$ cat src/rtl/lfsr_descrambler.sv
// Receive-side 301-bit Galois LFSR descrambler with IDLE/RUN control and valid/ready on both sides.
// Define LFSR_DESCRAMBLER_SYNC_CHECK_EN to add the first-word SYNC_WORD check and the sync_err port.
module lfsr_descrambler #(
   parameter int POLY_WIDTH   = 301,
   parameter int NUM_OF_STEPS = 15
`ifdef LFSR_DESCRAMBLER_SYNC_CHECK_EN
   ,
   parameter logic [NUM_OF_STEPS-1:0] SYNC_WORD = 15'h4A53
`endif
) (
   input  logic                    clk,
   input  logic                    rst,
   input  logic                    write,
   input  logic [11:0]             addr,
   input  logic [31:0]             lfsrdin,
   input  logic                    in_valid,
   output logic                    in_ready,
   input  logic [NUM_OF_STEPS-1:0] in_data,
   output logic                    out_valid,
   input  logic                    out_ready,
   output logic [NUM_OF_STEPS-1:0] out_data,
   output logic                    busy,
   output logic                    seed_err,
   output logic [31:0]             word_cnt
`ifdef LFSR_DESCRAMBLER_SYNC_CHECK_EN
   ,
   output logic                    sync_err
`endif
);

   localparam logic [11:0] SEED_BASE = 12'h071;
   localparam logic [11:0] SEED_TOP  = 12'h07A;
   localparam logic [11:0] CTRL_ADDR = 12'h07B;

   typedef enum logic {IDLE, RUN} state_t;

   state_t                  state;
   logic [POLY_WIDTH-1:0]   lfsr;
   logic [POLY_WIDTH-1:0]   lfsr_next;
   logic [POLY_WIDTH-1:0]   walk;
   logic [NUM_OF_STEPS-1:0] ks;
   logic [NUM_OF_STEPS-1:0] plain;
   logic                    ctrl_wr;
   logic                    start_req;
   logic                    abort_req;
   logic                    start_ok;
   logic                    start_zero;
   logic                    seed_wr;
   logic                    accept;
`ifdef LFSR_DESCRAMBLER_SYNC_CHECK_EN
   logic                    first_beat;
`endif

   // Feedback is the bit shifted out of the top; it re-enters at bit 0 and is XORed in after taps 180/208/214.
   function automatic logic [POLY_WIDTH-1:0] lfsr_step(input logic [POLY_WIDTH-1:0] s);
      logic [POLY_WIDTH-1:0] n;
      logic                  fb;
      fb     = s[POLY_WIDTH-1];
      n      = {s[POLY_WIDTH-2:0], fb};
      n[181] = s[180] ^ fb;
      n[209] = s[208] ^ fb;
      n[215] = s[214] ^ fb;
      return n;
   endfunction

   always_comb begin
      walk = lfsr;
      ks   = '0;
      for (int k = 0; k < NUM_OF_STEPS; k++) begin
         ks[k] = walk[POLY_WIDTH-1];
         walk  = lfsr_step(walk);
      end
      lfsr_next = walk;
   end

   assign plain      = in_data ^ ks;
   assign ctrl_wr    = write && (addr == CTRL_ADDR);
   assign abort_req  = ctrl_wr && lfsrdin[1];
   assign start_req  = ctrl_wr && lfsrdin[0] && !lfsrdin[1];
   assign start_ok   = start_req && (state == IDLE) && (lfsr != '0);
   assign start_zero = start_req && (state == IDLE) && (lfsr == '0);
   assign seed_wr    = write && (state == IDLE);
   assign busy       = (state == RUN);
   assign in_ready   = (state == RUN) && (!out_valid || out_ready);
   // An ABORT in the same cycle drops the beat entirely, so it never reaches the LFSR or counter.
   assign accept     = in_valid && in_ready && !abort_req;

   always_ff @(posedge clk) begin
      if (!rst) begin
         lfsr       <= '0;
         state      <= IDLE;
         out_valid  <= 1'b0;
         out_data   <= '0;
         seed_err   <= 1'b0;
         word_cnt   <= '0;
`ifdef LFSR_DESCRAMBLER_SYNC_CHECK_EN
         first_beat <= 1'b0;
         sync_err   <= 1'b0;
`endif
      end else begin
         if (seed_wr) begin
            for (int k = 0; k < 9; k++) begin
               if (addr == SEED_BASE + 12'(k)) begin
                  lfsr[32*k +: 32] <= lfsrdin;
               end
            end
            if (addr == SEED_TOP) begin
               lfsr[POLY_WIDTH-1 -: 13] <= lfsrdin[12:0];
            end
         end

         if (accept) begin
            lfsr <= lfsr_next;
         end

         if (abort_req) begin
            out_valid <= 1'b0;
         end else if (accept) begin
            out_valid <= 1'b1;
            out_data  <= plain;
         end else if (out_ready) begin
            out_valid <= 1'b0;
         end

         if (start_ok) begin
            word_cnt <= '0;
         end else if (accept && (word_cnt != 32'hFFFF_FFFF)) begin
            word_cnt <= word_cnt + 32'd1;
         end

         if (abort_req) begin
            state <= IDLE;
         end else if (start_ok) begin
            state    <= RUN;
            seed_err <= 1'b0;
`ifdef LFSR_DESCRAMBLER_SYNC_CHECK_EN
            sync_err   <= 1'b0;
            first_beat <= 1'b1;
`endif
         end else if (start_zero) begin
            seed_err <= 1'b1;
`ifdef LFSR_DESCRAMBLER_SYNC_CHECK_EN
         end else if (accept && first_beat) begin
            first_beat <= 1'b0;
            if (plain != SYNC_WORD) begin
               state    <= IDLE;
               sync_err <= 1'b1;
            end
`endif
         end
      end
   end

endmodule
$ cat config.mk
export PLATFORM = sky130hd
export DESIGN_NAME = lfsr_descrambler
export DESIGN_NICKNAME = d
export VERILOG_FILES = /design/src/rtl/lfsr_descrambler.sv
export SDC_FILE = /design/constraint.sdc
export NUM_CORES = 1
export LEC_CHECK = 0
export ABC_AREA = 1
export CAP_MARGIN = 10
export CORE_AREA = 3 3 174 304
export CTS_CLUSTER_DIAMETER = 40
export DETAILED_ROUTE_END_ITERATION = 6
export DIE_AREA = 0 0 177 307
export PLACE_DENSITY = 0.66
export SYNTH_ARGS = -nofsm -noshare
export SYNTH_HDL_FRONTEND = slang
export SYNTH_SLANG_ARGS = --single-unit
$ cat constraint.sdc
create_clock -name clk -period 2 [get_ports clk]
set_input_delay 0.4 -clock clk [delete_from_list [all_inputs] [get_ports clk]]
set_output_delay 0.4 -clock clk [all_outputs]
set_load 0.02 [all_outputs]
==> impl_metrics.ini <==
[clock_network]
postCtsSetupRepairBufs = 0
cts_inserted_buffers = 41
cts_max_level = 2
cts_tree = done
clk_pin_slew_worst_paths_ns = 0.06
clock_path_buffers = 3
cts-hold-fix-buffers = 0
clk-insertion-delay-late_ns = 0.56
clock_sinks = 351
cts_root_buffer = clkbuf_16

[setup_path]
critPathLaunchType = flip-flop
cp_slowest_stage_delay_ns = 0.34
crit_type = reg -> reg
cp.required_ns = 2.49
regToRegSetupSlack_ns = 0.02
crit_arrival_ns = 2.47
crit_slowest_cell = dfxtp_1
path_max_fanout = 8
end_kind = flip-flop
path_cells = nor2_1, nand2_1, nor2_1, nand2_1, nor2_1, nand2_1, nor2_2, nand3_2, nand2_2, nand2_4, clkbuf_16, nor2_4

[yosys]
ys_seq_elements = 351
synth-xor-area-share = 0.03644
muxShareOfSynthArea = 0
synth.net_count = 3200
synth-seq-area-share = 0.3566
syn_area_um2 = 19710
synth_top_family_by_area = simple AND/OR/NAND/NOR gates
synth_compound_area_frac = 0.03835
synth_cell_types = 31
syn_avg_cell_area_um2 = 6.286
synthesis.instances = 3135
yosys_warnings = 0
synth_adder_area_share = 0.0006349
synth-simple-area-share = 0.4279

[sta]
fin_crit_ns = 1.978
finalSetupViolCount = 0
period_share = 0.9892
tns_ns = 0
fmax_mhz = 505.4
finClkSkew_ns = 0.02004
rsz0062_at_grt = yes
slew_headroom = 0.5819
finalHoldViolCount = 0
slew_violations = 0
max_slew.worst_pin.slew_ns = 0.6251
setup_slack_ns = 0.02155
worst_hold_slack_ns = 0.2308

[global_route]
grt_pass1_wl_um = 117600
grt_start_max_net_pins = 44
antenna_found_initial = 2
grt_pass1_vias = 20250
globalRouteOverflowTotal = 0
track_usage = 0.2804

[route]
drc_errors = 0
ant_nets = 0
routed_wl_um = 79110
post_drt_wl_per_cell_um = 19.85
first_iter_violations = 2029
vias_per_cell = 5.380
num_vias = 21440
firstDrtPassIters = 6

[power_and_ir_drop]
leakage_nw = 12.56
pwr_density_cell_nw_per_um2 = 620.8
p_total_mw = 15.32
vdd_ir_drop_max_mv = 0.4982

[finish]
final_cell_count_no_fill = 3986
final_nets = 3351
drive_above_1_share = 0.1130
nFillCells = 5208
area_delta_synth_final_pct = 25.25

[die]
core_area_um2 = 50600
num_io_pins = 115
die_area_um2 = 54340
dieWidth_um = 177
die_h_um = 307
start_util = 0.3895
num_rows = 109

[job]
maxCapViolations = 0

[placement]
dp_hpwl_um = 56460
dpl.cell_count = 3904
gp_congestion = 1.006
place_ws_ns = -0.5573
io_buffers = 114

[min_path]
hp-class = in -> reg

[status]
status = completed
registers in the layout, summed over array words and instances, names as in the netlist:
name,flops
busy,1
lfsr,301
out_data,15
out_valid,1
seed_err,1
word_cnt,32
cells in the mapped netlist (all sizes together):
cell | instances | share of area
nand3 | 859 | 0.22
ha | 1 | 0.00063
clkbuf | 118 | 0.022
buf | 131 | 0.040
nand2 | 763 | 0.15
dfxtp | 351 | 0.36
a41o | 1 | 0.00051
xor2 | 29 | 0.013
nor4 | 2 | 0.00063
nand4 | 12 | 0.0044
nor2 | 261 | 0.051
nor3 | 24 | 0.0063
o211ai | 60 | 0.023
o21ai | 35 | 0.0089
or2 | 1 | 0.00032
xnor2 | 53 | 0.024
a21oi | 24 | 0.0061
inv | 406 | 0.077
nand3b | 3 | 0.0011
nor3b | 1 | 0.00038
path summary, 6_finish.rpt:
check,startpoint,endpoint,cells past startpoint
setup / recovery,lfsr[129],word_cnt[26],12
hold / removal,rst,lfsr[14],3
hold reg to reg,lfsr[115],lfsr[130],2
setup reg to reg,lfsr[129],word_cnt[26],12
area by class of cell:
type	instances	area (um2)	area share
clock buffers	60	1210	0.04902
well taps	666	833.3	0.03376
multi-input cells	2129	10150	0.4113
clock inverters	15	152.6	0.006184
repair buffers	357	3765	0.1525
inverters	406	1531	0.06205
diodes	2	5.005	0.0002028
flip-flops and latches	351	7033	0.2849
placed cells by master (no fill, tap or decap), types with 4 or more instances in the layout:
cell type        count
nand4_1             10
dlygate4sd2_1       25
clkdlybuf4s50_1     82
xnor2_1             53
buf_6               10
o211ai_1            60
clkbuf_8             7
nor2_4              14
inv_2                8
clkinv_2             5
clkbuf_16           47
clkbuf_1            10
dlymetal6s2s_1       6
xor2_1              29
nor3_2               4
nor2_2              22
o21ai_1              7
o21ai_0             28
nor2_1             225
inv_1              397
a21oi_1             24
nor3_1              20
nand3_1            856
inv_6                4
dfxtp_1            346
buf_12              53
dfxtp_2              5
nand2_1            756
buf_4              174
where the power goes:
group | internal, mW | switching [mW] | leakage (nW)
Combinational | 0.253 | 0.433 | 9.07
Clock | 4.49 | 3.16 | 0.667
Sequential | 6.99 | 0.000574 | 2.83
timing repair:
action / 4_1_cts / 5_1_grt
pin swaps: 0 / 6
setup endpoints to repair: 59 / 251
resized for setup: 28 / 79
cloned: 0 / 5
through the flow:
stage                     area (um2)    util
after CTS                      24300  0.4803
after global placement         22950  0.4537
after floorplan                19710       -
after detailed placement       22950  0.4537
after global routing           24680  0.4878
final                          24680  0.4878
cell families (layout without fill, tap and decap cells):
logic type | count (synthesis) | count (layout)
xor+xnor | 82 | 82
flops | 351 | 351
compound gates | 120 | 120
simple gates | 1926 | 1926
fa+ha+maj | 1 | 1
other cells | 0 | 2
buf+inv | 655 | 838
routing by layer:
layer | up-vias | part of all wire | routed length (um) | global-route usage
li1 | 10250 | - | - | -
met1 | 9839 | 0.33 | 26500 | 0.2868
met2 | 981 | 0.48 | 38100 | 0.4800
met3 | 370 | 0.069 | 5484 | 0.04201
met4 | 0 | 0.11 | 9028 | 0.2672
met5 | - | 0 | 0 | 0
worst max-delay path, delay by kind of cell, from the launching register on:
family / cells / cell delay (ns)
flops: 1 / 0.34
buf+inv: 1 / 0.24
simple gates: 11 / 1.34
Power figures use the tool's default switching activity.
